File: config.mk
export PLATFORM = sky130hd
export DESIGN_NAME = adc_spi_scanner
export DESIGN_NICKNAME = d
export VERILOG_FILES = /design/src/rtl/adc_pkg.sv /design/src/rtl/clk_en_divider.sv /design/src/rtl/adc_spi_scanner.sv
export SDC_FILE = /design/constraint.sdc
export NUM_CORES = 1
export LEC_CHECK = 0
export ABC_AREA = 0
export CAP_MARGIN = 15
export CORE_MARGIN = 8
export CORE_UTILIZATION = 59
export CTS_CLUSTER_DIAMETER = 60
export CTS_CLUSTER_SIZE = 30
export DETAILED_ROUTE_END_ITERATION = 6
export HOLD_SLACK_MARGIN = 0.05
export PLACE_DENSITY = 0.8
export SKIP_LAST_GASP = 1
export SLEW_MARGIN = 10
export SYNTH_ARGS = -nofsm -noshare
export SYNTH_HDL_FRONTEND = slang
export SYNTH_SLANG_ARGS = --single-unit
File: constraint.sdc
create_clock -name clk -period 6.2 [get_ports clk]
set_input_delay 1.24 -clock clk [delete_from_list [all_inputs] [get_ports clk]]
set_output_delay 1.24 -clock clk [all_outputs]
set_load 0.02 [all_outputs]
File: src/rtl/adc_pkg.sv
// Shared types and frame constants for the scanning SPI ADC controller.
// Latency: n/a (declarations only).
// Backpressure: n/a.
package adc_pkg;

  typedef enum logic [1:0] {IDLE, CS_SETUP, SHIFT, CS_HOLD} state_t;

  // Command bits sent MSB first: start, SGL/DIFF, D2, D1, D0.
  localparam int CMD_BITS        = 5;
  // Rises 6..NULL_RISE are the sample/null period; data starts after.
  localparam int NULL_RISE       = 7;
  localparam int FIRST_DATA_RISE = NULL_RISE + 1;
  localparam int FRAME_RISES     = 19;

  function automatic logic [CMD_BITS-1:0] adc_cmd(input logic diff, input logic [2:0] ch);
    return {1'b1, ~diff, ch};
  endfunction

endpackage

File: src/rtl/clk_en_divider.sv
// Half-period clock-enable generator: tick pulses for one clk every DIV clks.
// Latency: first tick DIV clks after clr drops; clr holds the count at zero.
// Backpressure: none, free running while clr is low.
// Ports: clk, rst (sync, active-high), clr (hold/restart), tick (enable pulse).
module clk_en_divider #(
  parameter int DIV = 500
) (
  input  logic clk,
  input  logic rst,
  input  logic clr,
  output logic tick
);

  localparam int CW = (DIV > 1) ? $clog2(DIV) : 1;

  logic [CW-1:0] cnt;

  always_ff @(posedge clk) begin
    if (rst || clr) begin
      cnt <= '0;
    end else if (cnt == CW'(DIV - 1)) begin
      cnt <= '0;
    end else begin
      cnt <= cnt + CW'(1);
    end
  end

  assign tick = !clr && (cnt == CW'(DIV - 1));

endmodule

File: src/rtl/adc_spi_scanner.sv
// Round-robin MCP3204-style SPI ADC scanner with a tagged valid/ready result port.
// Latency: start -> cs_n low 1 clk; cs_n low -> sample_valid 39*CLK_DIV+1 clks.
// Backpressure: one result register; a result arriving while it is still held
//   and not being accepted is dropped and sets sticky overrun.
// Ports: clk/rst; start, continuous, diff_mode, chan_mask (control);
//   sclk, cs_n, mosi, miso (SPI); sample_data/chan/valid/ready (result);
//   busy, overrun (status).
module adc_spi_scanner
  import adc_pkg::*;
#(
  parameter int CLK_DIV = 500,
  parameter int NUM_CH  = 4,
  parameter int DATA_W  = 12,
  parameter int CS_IDLE = 2
) (
  input  logic              clk,
  input  logic              rst,
  input  logic              start,
  input  logic              continuous,
  input  logic              diff_mode,
  input  logic [NUM_CH-1:0] chan_mask,
  output logic              sclk,
  output logic              cs_n,
  output logic              mosi,
  input  logic              miso,
  output logic [DATA_W-1:0] sample_data,
  output logic [2:0]        sample_chan,
  output logic              sample_valid,
  input  logic              sample_ready,
  output logic              busy,
  output logic              overrun
);

  localparam int HW = (CS_IDLE > 1) ? $clog2(CS_IDLE) : 1;

  state_t            state;
  logic              tick;
  logic [4:0]        rise_cnt;
  logic [2:0]        ch;
  logic [2:0]        ptr;
  logic              dm;
  logic [DATA_W-1:0] shreg;
  logic [HW-1:0]     hold_cnt;
  logic              post;

  logic              sel_found;
  logic [2:0]        sel_ch;
  logic [3:0]        idx;
  logic [NUM_CH-1:0] rot;
  logic [CMD_BITS-1:0] cmd_sh;
  logic              cmd_next;

  // Divider is held cleared in IDLE, so every frame starts on a fresh phase.
  clk_en_divider #(.DIV(CLK_DIV)) u_div (
    .clk  (clk),
    .rst  (rst),
    .clr  (state == IDLE),
    .tick (tick)
  );

  // First enabled channel at or above the pointer, wrapping upward.
  always_comb begin
    sel_found = 1'b0;
    sel_ch    = '0;
    idx       = '0;
    rot       = '0;
    for (int i = 0; i < NUM_CH; i++) begin
      idx = {1'b0, ptr} + 4'(i);
      if (idx >= 4'(NUM_CH)) idx = idx - 4'(NUM_CH);
      rot = chan_mask >> idx;
      if (!sel_found && rot[0]) begin
        sel_found = 1'b1;
        sel_ch    = idx[2:0];
      end
    end
  end

  // Bit to present after the falling edge that follows rise rise_cnt.
  always_comb begin
    cmd_sh   = adc_cmd(dm, ch) << rise_cnt;
    cmd_next = (rise_cnt < 5'(CMD_BITS)) ? cmd_sh[CMD_BITS-1] : 1'b0;
  end

  always_ff @(posedge clk) begin
    if (rst) begin
      state        <= IDLE;
      sclk         <= 1'b0;
      cs_n         <= 1'b1;
      mosi         <= 1'b0;
      busy         <= 1'b0;
      overrun      <= 1'b0;
      sample_valid <= 1'b0;
      sample_data  <= '0;
      sample_chan  <= '0;
      rise_cnt     <= '0;
      ch           <= '0;
      ptr          <= '0;
      dm           <= 1'b0;
      shreg        <= '0;
      hold_cnt     <= '0;
      post         <= 1'b0;
    end else begin
      post <= 1'b0;

      if (sample_valid && sample_ready) sample_valid <= 1'b0;

      // Posting runs in the first CS_HOLD cycle; an accept in that same
      // cycle frees the register, so the new result is not an overrun.
      if (post) begin
        if (!sample_valid || sample_ready) begin
          sample_data  <= shreg;
          sample_chan  <= ch;
          sample_valid <= 1'b1;
        end else begin
          overrun <= 1'b1;
        end
        ptr <= (ch == 3'(NUM_CH - 1)) ? 3'd0 : ch + 3'd1;
      end

      case (state)
        IDLE: begin
          if ((start || continuous) && sel_found) begin
            state    <= CS_SETUP;
            cs_n     <= 1'b0;
            mosi     <= 1'b1;
            ch       <= sel_ch;
            dm       <= diff_mode;
            busy     <= 1'b1;
            rise_cnt <= '0;
          end
        end
        CS_SETUP: begin
          if (tick) state <= SHIFT;
        end
        SHIFT: begin
          if (tick) begin
            if (!sclk) begin
              sclk     <= 1'b1;
              rise_cnt <= rise_cnt + 5'd1;
              if (rise_cnt >= 5'(NULL_RISE)) shreg <= {shreg[DATA_W-2:0], miso};
            end else begin
              sclk <= 1'b0;
              mosi <= cmd_next;
              if (rise_cnt == 5'(FRAME_RISES)) begin
                state    <= CS_HOLD;
                cs_n     <= 1'b1;
                post     <= 1'b1;
                hold_cnt <= '0;
              end
            end
          end
        end
        CS_HOLD: begin
          if (tick) begin
            if (hold_cnt == HW'(CS_IDLE - 1)) begin
              state <= IDLE;
              busy  <= 1'b0;
            end else begin
              hold_cnt <= hold_cnt + HW'(1);
            end
          end
        end
        default: state <= IDLE;
      endcase
    end
  end

endmodule

==> results.yml <==
logic_synthesis:
  async_flop_share_pct: 0
  synth_edf_count: 0
  syn_area_sq_um: 2710
  avgSynthCellArea_sq_um: 8.67
  yosys_warnings: 0
  ys_ff_latch: 58
  synth_top_flop_cell: "dfxtp_1"
  ys_types: 48
  syn-num-nets: 332
  syn_inst: 312
  yosysSeqAreaShare_pct: 42.9
placed_design:
  dp_hpwl_mm: 3.94
  place_congestion: 0.838
  place_area_sq_um: 3030
  post-place-ws_ps: 2720
  io_buffers: 31
  dp.cells: 383
outcome:
  status: "finished, final reports clean"
sta:
  slew_headroom_pct: 32.2
  worst_slack_ps: 3030
  hold_viol: 0
  max_freq_mhz: 316
  rsz0062_at_grt: "no"
  slew_violations: 0
  setup_viol: 0
  tns_ps: 0
  tightest_slew_ps: 1010
  hold_ws_ps: 445
  period_share_pct: 51.1
  fin_crit_ps: 3170
  skew_ps: 9.78
clocking:
  clock-sinks: 58
  root_buffer: "clkbuf_8"
  clk_latency_ps: 330
  cts_tree: "built"
  hold_buffers: 0
  cts_buffers: 9
  clk_pin_slew_ps: 60
  htreeDepth: 3
  cts_resized: 0
  post_cts_buffers: 0
  cts_buffer_depth: 2
power:
  peakVddDrop_v: 0.000231
  p_total_mw: 0.967
  leakagePower_nw: 1.14
  powerDensity_nw_per_um2: 298
worst_setup_path:
  critPathKind: "in2reg"
  crit_arrival_ps: 3420
  slowest_delay_ps: 540
  cp-start-kind: "input port"
  worst-path-max-fanout: 4
  slowest_stage: "mux4_2"
  required_ps: 6450
  worstRegToRegCells: 7
  cp_cell_sequence: "clkdlybuf4s50_1 -> mux4_2 -> a221o_1 -> o311a_1 -> nand4_1 -> mux2i_1"
  end_kind: "flop"
finish:
  most-common-layout-cells: "dfxtp_1, nand2_1, nor2_1"
  stdcell_count: 399
  nFillCells: 357
  diodes: 0
  utilization_pct: 74.0
  stdcell_area_sq_um: 3250
  nets: 362
  layout-drive-gt1-share_pct: 7.20
  area_growth_pct: 20.0
  layout_commonest_cell: "dfxtp_1"
route:
  num_vias: 2256
  wl_per_cell_um: 14.0
  dr.pass1.iters: 5
  totalWireLength_mm: 5.60
  via_per_inst: 5.65
  drt-initial-drc-count: 109
  drc_errors: 0
  ant_nets: 0
floorplanning:
  dieArea_sq_um: 7010
  die_w_um: 83.7
  initial_core_util_pct: 61.7
  floorplan.io_pins: 32
  die_y_um: 83.7
  fp-row-count: 24
  coreArea_sq_um: 4380
hold_path:
  hp-class: "reg2reg"
  hold_depth: 1
global_route:
  overflow: 0
  grt_max_degree: 43
  grt_pass1_vias: 2115
  grt.total_usage_pct: 16.1
  grt_first_pass_wirelength_mm: 9.58
  grt_antenna_before_repair: 0
job:
  drv_cap: 0
==> sequential cells by signal, summed over array words and instances, names as in the netlist <==
register      flops
busy              1
ch                3
cs_n              1
dm                1
hold_cnt          1
mosi              1
overrun           1
post              1
ptr               3
rise_cnt          5
sample_chan       3
sample_data      12
sample_valid      1
sclk              1
shreg            12
state             2
u_div.cnt         9
==> layer usage <==
| layer | up-vias | track usage (%) | wire (um) |
|---|---|---|---|
| met5 | - | 0 | 0 |
| met4 | 0 | 4.71 | 51 |
| met3 | 4 | 6.84 | 320 |
| met2 | 55 | 26.3 | 2670 |
| met1 | 1039 | 18.6 | 2560 |
| li1 | 1158 | - | - |
==> layout make-up <==
type | count | area [sq um] | area share (%)
sequential | 58 | 1160 | 35.8
timing repair buffer | 32 | 318 | 9.79
tap | 52 | 65.1 | 2.00
inverter | 14 | 52.6 | 1.62
clock inverter | 5 | 77.6 | 2.39
multi-input combinational | 227 | 1430 | 44.1
clock buffer | 11 | 141 | 4.36
==> Yosys cell counts, types with 2 or more instances <==
cell / instances / area, sq um
nand2b_1: 11 / 68.8
nor2b_1: 4 / 25.0
a31oi_1: 3 / 18.8
nor3_1: 2 / 10.0
dfxtp_1: 58 / 1160
nand3_1: 7 / 35.0
nand4_1: 5 / 31.3
nand2_1: 43 / 161
nor4_1: 3 / 18.8
a21boi_0: 2 / 15.0
mux2_2: 2 / 22.5
ha_1: 9 / 113
a211oi_1: 2 / 15.0
a221oi_1: 2 / 17.5
and3_1: 3 / 18.8
xnor2_1: 3 / 26.3
clkbuf_1: 10 / 37.5
xor2_1: 3 / 26.3
a311oi_1: 2 / 17.5
nor3b_1: 2 / 15.0
mux2i_1: 17 / 170
nor2_1: 35 / 131
or3_1: 4 / 25.0
a22oi_1: 2 / 15.0
o21ai_0: 12 / 60.1
o311a_1: 2 / 20.0
a21oi_1: 29 / 145
mux4_2: 2 / 45.0
inv_1: 14 / 52.6
==> where the power goes <==
group          switching [mW]  leakage [nW]  internal, mW
sequential             0.0197         0.469         0.395
clock                   0.143         0.109         0.236
combinational          0.0991         0.561        0.0756
==> worst max-delay path: cells and delay by family <==
family	cells	cell delay [ps]
mux	2	750
simple gates	1	140
compound gates	2	850
buf+inv	1	450
==> path summary, 6_finish.rpt <==
kind / startpoint / endpoint / slack (ps)
worst max register to register: ptr[0]$_SDFFE_PP0P_ / rise_cnt[3]$_SDFFE_PP0P_ / 3430
worst min-delay path: u_div.cnt[0]$_SDFF_PP0_ / u_div.cnt[0]$_SDFF_PP0_ / 440
worst min register to register: u_div.cnt[0]$_SDFF_PP0_ / u_div.cnt[0]$_SDFF_PP0_ / 440
worst max-delay path: chan_mask[2] / rise_cnt[3]$_SDFFE_PP0P_ / 3030
==> kinds of logic (layout without fill, tap and decap cells) <==
kind of cell	after synthesis	in the layout	synth area share, %
buffers and inverters	27	62	4.21
AND/OR/NAND/NOR	124	124	21.9
adder cells (fa/ha/maj)	9	9	4.16
XOR/XNOR	6	6	1.94
flip-flops	58	58	42.9
AO/OA/AOI/OAI	67	67	16.1
multiplexers	21	21	8.79
(Power assumes the default switching activity.)
